**src/rtl/pwm_duty_sequencer.sv**
```systemverilog
// pwm_duty_sequencer: prescaled CE/period timing plus a duty ramp toward requested targets.
// Define PWM_DUTY_RAMP_EN to limit each period's duty change to STEP; otherwise the target loads at once.
`timescale 1ns/1ps
module pwm_duty_sequencer #(
  parameter int PWM_IN_SIZE = 10,
  parameter int PRESCALE = 50,
  parameter int STEP = 1
) (
  input  logic                   clk_in,
  input  logic                   reset_in,
  input  logic                   enable_in,
  input  logic                   req_valid_in,
  input  logic [PWM_IN_SIZE-1:0] req_duty_in,
  output logic                   req_ready_out,
  output logic                   CE_out,
  output logic                   synch_reset_out,
  output logic [PWM_IN_SIZE-1:0] PWM_data_out,
  output logic                   period_end_out,
  output logic                   busy_out
);
  typedef enum logic [1:0] {DISABLED, HOLD, RAMP} state_t;
  state_t r_state, w_next;
  logic [15:0] r_presc;
  logic [PWM_IN_SIZE-1:0] r_period, r_duty, r_target, w_duty, w_target, w_step;
  logic [PWM_IN_SIZE:0] w_mag, w_delta;
  logic r_ce, r_pend, r_sreset, r_busy, r_ready, w_run, w_tick, w_up;
  assign w_run = enable_in && !r_sreset;
  assign w_tick = w_run && (r_presc == 16'(PRESCALE - 1));
  assign w_up = r_target > r_duty;
  assign w_mag = w_up ? {1'b0, r_target} - {1'b0, r_duty} : {1'b0, r_duty} - {1'b0, r_target};
`ifdef PWM_DUTY_RAMP_EN
  assign w_delta = (w_mag > (PWM_IN_SIZE+1)'(STEP)) ? (PWM_IN_SIZE+1)'(STEP) : w_mag;
`else
  assign w_delta = w_mag;
`endif
  assign w_step = PWM_IN_SIZE'(w_up ? {1'b0, r_duty} + w_delta : {1'b0, r_duty} - w_delta);
  always_comb begin
    w_next = r_state;
    w_duty = r_duty;
    w_target = r_target;
    case (r_state)
      DISABLED: w_next = enable_in ? HOLD : DISABLED;
      HOLD: if (req_valid_in && r_ready) begin
        w_target = req_duty_in;
        w_next = (req_duty_in == r_duty) ? HOLD : RAMP;
      end
      RAMP: if (r_duty == r_target) w_next = HOLD;
        else if (r_pend) w_duty = w_step;
      default: w_next = DISABLED;
    endcase
    // a falling enable wins over any same-cycle period end
    if (!enable_in) begin
      w_next = DISABLED;
      w_duty = '0;
      w_target = '0;
    end
  end
  always_ff @(posedge clk_in or posedge reset_in) begin
    if (reset_in) begin
      r_state <= DISABLED;
      r_presc <= '0;
      r_period <= '0;
      r_duty <= '0;
      r_target <= '0;
      r_ce <= 1'b0;
      r_pend <= 1'b0;
      r_sreset <= 1'b1;
      r_busy <= 1'b0;
      r_ready <= 1'b0;
    end else begin
      r_state <= w_next;
      r_duty <= w_duty;
      r_target <= w_target;
      r_presc <= (w_run && !w_tick) ? r_presc + 16'd1 : '0;
      r_period <= w_run ? r_period + PWM_IN_SIZE'(w_tick) : '0;
      r_ce <= w_tick;
      r_pend <= w_tick && (r_period == '1);
      r_sreset <= !enable_in;
      r_busy <= (w_next == RAMP);
      r_ready <= (w_next == HOLD);
    end
  end
  assign req_ready_out = r_ready;
  assign CE_out = r_ce;
  assign synch_reset_out = r_sreset;
  assign PWM_data_out = r_duty;
  assign period_end_out = r_pend;
  assign busy_out = r_busy;
endmodule

```
**config.mk**
```make
export PLATFORM = sky130hd
export DESIGN_NAME = pwm_duty_sequencer
export DESIGN_NICKNAME = d
export VERILOG_FILES = /design/src/rtl/pwm_duty_sequencer.sv
export SDC_FILE = /design/constraint.sdc
export NUM_CORES = 1
export LEC_CHECK = 0
export ABC_CLOCK_PERIOD_IN_PS = 6000
export BUFFER_PORTS_ARGS = -buffer_cell sky130_fd_sc_hd__clkbuf_2
export CAP_MARGIN = 10
export CORE_MARGIN = 10
export CORE_UTILIZATION = 30
export CTS_CLUSTER_DIAMETER = 150
export DETAILED_ROUTE_END_ITERATION = 10
export GPL_TIMING_DRIVEN = 0
export SYNTH_ARGS = -nofsm -noshare
export SYNTH_HDL_FRONTEND = slang
export SYNTH_SLANG_ARGS = --single-unit
export TNS_END_PERCENT = 100
```
**constraint.sdc**
```tcl
create_clock -name clk_in -period 6 [get_ports clk_in]
set_clock_uncertainty 0.1 [all_clocks]
set_input_delay 0.9 -clock clk_in [delete_from_list [all_inputs] [get_ports clk_in]]
set_output_delay 0.9 -clock clk_in [all_outputs]
set_load 0.02 [all_outputs]
```
-- After elaboration in Yosys (flattened, before gate mapping)
Index checks and enable logic that the tools add are counted.
- reduce and logical (&&, ||, !) cells: 11
- equal/unequal tests: 13
- muxes and demuxes: 16
- order comparisons: 1
- add/subtract/negate cells: 6
- operators with widths (kind ; count):
    two-way mux 10 bit ; 10
    subtractor 10 bit ; 3
    == test 10 bit ; 2
    adder 16 x 1 -> 16 bit (second input constant) ; 1
    == test 16 x 6 -> 1 bit (second input constant) ; 1
    two-way mux 16 bit ; 1
    adder 10 x 1 -> 10 bit ; 1
    adder 10 bit ; 1
    == test 10 bit (second input constant) ; 1
    greater-than comparator 10 bit ; 1
    two-way mux 2 bit ; 4
    != test 2 x 1 -> 1 bit (second input constant) ; 4
    case mux 2 bit (3 select lines) ; 1
    logical AND 1 bit ; 5
    == test 2 x 1 -> 1 bit (second input constant) ; 2
    == test 2 bit (second input constant) ; 2
    zero test 1 bit ; 3
    AND reduction 3 bit ; 1
    zero test 2 bit ; 1
    != test 2 bit (second input constant) ; 1
    AND reduction 2 bit ; 1
- register bits: 53
- input bits: 14
- logic and storage cells: 57
- output and inout port bits: 15

-- Depth between registers and ports, before layout
- word-level depth: 8
- mapped depth: 25
- depth with buffers taken out: 24

-- Least setup slack after synthesis
No wires, ideal clock.
- kind: register -> register
- from: reg r_duty[1], in the netlist PWM_data_out[1]
- to: reg r_duty[9], in the netlist PWM_data_out[9]
- arrival: 4.561 ns
- cell stages (with the launch flop): 23
- path slack: 1.181 ns
- clock period less this slack: 4.819 ns
- library setup time: 0.157 ns
- path buffers: 1
- required time: 5.743 ns
- cell sequence: dfrtp_1 -> inv_1 -> fa_1 -> a21o_1 -> a221oi_4 -> o21a_4 -> nor2_2 -> buf_6 -> a21oi_1 -> ha_1 -> inv_1 -> or3_1 -> a31oi_1 -> xnor2_1 -> ha_1 -> inv_1 -> o21bai_1 -> o41a_1 -> nand3_1 -> nand2_1 -> xnor3_1 -> xnor2_1 -> a21oi_1
- word-level cells in the longest chain between the ends: 8
- elaborated cells between the ends (all ways): 14
- classes of those cells: add/sub: 4; order compare: 1; eq/ne: 2; mux: 6; reduce/logical: 1
- ends and longest elaborated chain (what ; line ; RTL):
    from (decl) ; 24 ; logic [PWM_IN_SIZE-1:0] r_period, r_duty, r_target, w_duty, w_target, w_step;
    from (signal assigned) ; 72 ; r_duty <= w_duty;
    subtractor 10 bit or greater-than comparator 10 bit (tied branches) ; 30, 29 ;
    two-way mux 10 bit ; 30 ; assign w_mag = w_up ? {1'b0, r_target} - {1'b0, r_duty} : {1'b0, r_duty} - {1'b0, r_target};
    subtractor 10 bit or adder 10 bit (tied branches) ; 36 ; assign w_step = PWM_IN_SIZE'(w_up ? {1'b0, r_duty} + w_delta : {1'b0, r_duty} - w_delta);
    two-way mux 10 bit ; 36 ;
    two-way mux 10 bit ; 48 ; else if (r_pend) w_duty = w_step;
    two-way mux 10 bit ; 47 ; RAMP: if (r_duty == r_target) w_next = HOLD;
    two-way mux 10 bit ; 41 ; case (r_state)
    two-way mux 10 bit ; 52 ; if (!enable_in) begin
Several ways; a longest one is shown, not always the timed one. The select of a mux whose other input is x is not followed.
A chain may end at the register's enable or synchronous reset.

-- Final worst setup path
Same ends and word-level chain as after synthesis.

==> flow_summary.json <==
{
  "vias_per_cell": 4.889,
  "grt_overflow": 0,
  "synth_seq_cells": 53,
  "hold_end": "r_presc[0]",
  "numCtsBuffers": 5,
  "port_buffers": 28,
  "postRouteAntennaNets": 0,
  "gp_congestion": 0.8532,
  "hold_buffers": 0,
  "ctsResizeCount": 0,
  "grt.total_usage_pct": 10.70,
  "clk_latency_ns": 0.29,
  "synth_nets": 518,
  "synth_edf_count": 0,
  "fp.dieArea_mm2": 0.01856,
  "clock_sinks": 53,
  "holdPathStages": 1,
  "dr.pass1.iters": 4,
  "start_kind": "register",
  "worst-endpoint-required_ns": 6.02,
  "timing.fmax_mhz": 185.6,
  "layout.nets": 554,
  "h-tree-depth": 2,
  "vias": 3334,
  "ys_types": 60,
  "r2r-end": "PWM_data_out[9]",
  "row_count": 42,
  "async_reset_ff_share_pct": 100.0,
  "drtIter0Drc": 267,
  "drive_above_1_share_pct": 11.66,
  "layout_min_cycle_time_ns": 5.388,
  "grt_pass1_vias": 3325,
  "grt_max_degree": 29,
  "drc": 0,
  "fin_tns_setup_ns": 0,
  "n_antenna_cell": 0,
  "ys.warnings.count": 0,
  "rr_startpoint": "PWM_data_out[1]",
  "drv_cap": 0,
  "cp_max_fo": 10,
  "status": "finished clean",
  "postCtsSetupBuffers": 0,
  "worst_pin_slew_ns": 1.050,
  "synth_top_cell_area_share_pct": 32.11,
  "core_mm2": 0.01324,
  "syn_avg_cell_area_um2": 8.641,
  "ios": 29,
  "wl_per_cell_um": 14.21,
  "powerDensity_mw_per_mm2": 214.4,
  "synth_cells": 469,
  "syn-cell-area_mm2": 0.004053,
  "clockBufferDepth": 2,
  "start_util_pct": 30.60,
  "area_growth_pct": 12.84,
  "crit_type": "reg -> reg",
  "ys.flop_type": "dfrtp_1",
  "die_h_um": 136.2,
  "totalWireLength_um": 9694,
  "r2r_cells": 22,
  "min-delay-path-class": "reg -> reg",
  "slew_headroom_pct": 29.87,
  "dp_hpwl_um": 7631,
  "setup_violations": 0,
  "rrSetupSlack_ns": 0.61,
  "cp.arrival_ns": 5.41,
  "finalCritPeriodShare_pct": 89.79,
  "grt_pass1_wl_um": 16360,
  "crit_path_end_kind": "register",
  "ys_seq_area_share_pct": 32.76,
  "p_total_uw": 980.4,
  "yosysTopAreaCell": "dfrtp_1",
  "synth_area_leaders": "dfrtp_1, ha_1, xor2_1, a21oi_1, nor2_1",
  "antenna_found_initial": 0,
  "clk_pin_slew_ns": 0.07,
  "hold_viol_final": 0,
  "die_x_um": 136.2,
  "p_leak_uw": 0.001943,
  "root_buffer": "clkbuf_16",
  "cts_tree": "yes",
  "grt_setup_unrepaired": "no",
  "vdd_drop_max_mv": 0.1296,
  "min_from": "r_presc[0]",
  "slew_violations": 0
}
[cell families after synthesis]
group | after synthesis | synth area share (%)
XOR/XNOR | 46 | 10.28
flip-flops | 53 | 32.76
adder cells (fa/ha/maj) | 35 | 11.36
AO/OA/AOI/OAI | 100 | 16.46
buffers and inverters | 49 | 5.187
multiplexers | 3 | 0.8335
AND/OR/NAND/NOR | 183 | 23.12
[state kept, by name, indices dropped and copies added (netlist names), 2 cells and up]
signal        cells
PWM_data_out     10
r_target         10
r_presc          16
r_state           2
r_period         10
[area by class of cell]
cell class	instances	area [µm²]
inverters	35	131.4
flip-flops and latches	53	1328
fillers	1397	8670
clock inverters	1	7.507
clock buffers	7	132.6
repair buffers	29	160.2
plain buffers	14	78.83
multi-input cells	367	2515
well taps	176	220.2
[synthesized netlist by cell type (4+ instances only)]
cell type	number
nand2b_1	5
nand4_1	9
dfrtp_1	52
nor3_1	7
o31ai_1	4
nor2_1	49
a21o_1	6
o21ai_0	18
or4_1	4
nand3_1	15
nor2b_1	11
nand2_1	47
xor2_1	26
clkbuf_1	10
or3_1	8
xnor2_1	19
and3_1	5
ha_1	32
a21oi_1	43
nor4_1	5
o21a_1	8
inv_1	35
[power by group]
part	internal, µW	switching, µW	leakage [µW]
Clock	155	125	0.0000641
Combinational	147	187	0.00115
Sequential	362	4.87	0.000730
Total	664	316	0.00194
[through the flow]
step | util, % | setup WS [ns] | hold WS (ns) | cell area, µm² | std cells
after floorplan | - | 1.181 | 0.3744 | 4053 | 469
after global placement | 33.32 | 0.7066 | 0.3936 | 4413 | 673
after detailed placement | 33.48 | 0.6457 | 0.4182 | 4433 | 674
after CTS | 34.53 | 0.6000 | 0.4297 | 4573 | 682
after global routing | 34.53 | 0.2181 | 0.4702 | 4573 | 682
final | 34.53 | 0.6124 | 0.4148 | 4573 | 682
[critical path, cell delays in order (launching register included)]
cell and delay (ns):
dfrtp_1 0.52, inv_1 0.18, fa_1 0.53, a21o_1 0.24, a221oi_4 0.46, o21a_4 0.23
nor2_2 0.08, buf_6 0.18, a21oi_1 0.14, ha_1 0.23, inv_1 0.09, or3_1 0.36
a31oi_1 0.20, xnor2_1 0.10, ha_1 0.27, inv_1 0.06, o21bai_1 0.14, o41a_1 0.21
nand3_1 0.10, nand2_1 0.07, xnor3_1 0.39, xnor2_1 0.21, a21oi_1 0.10
[cell usage in the layout (no fill, tap or decap), drive strengths merged, types with 19 or more instances in the layout]
master / count
xor2: 26
dfrtp: 52
nand2: 47
ha: 32
nor2: 50
xnor2: 19
o21ai: 19
inv: 35
clkbuf: 45
a21oi: 43
[layer usage]
metal  vias up  GRT usage, %  share of wire, %
li1       1694             -                 -
met1      1593         13.99                47
met2        40         18.36                48
met3         7         1.661               4.1
met4         0         1.834              0.64
met5         -             0                 0
[worst max-delay path by stage]
stage | startpoint | to | slack, ns
CTS | PWM_data_out[1] | PWM_data_out[9] | 0.60
finish | PWM_data_out[1] | PWM_data_out[9] | 0.61
global placement | PWM_data_out[1] | PWM_data_out[9] | 0.71
global route | PWM_data_out[1] | PWM_data_out[9] | 0.22
detailed placement | PWM_data_out[1] | PWM_data_out[9] | 0.65
floorplan | PWM_data_out[1] | PWM_data_out[9] | 1.18
Note: power is estimated with default switching activity, not from simulation.
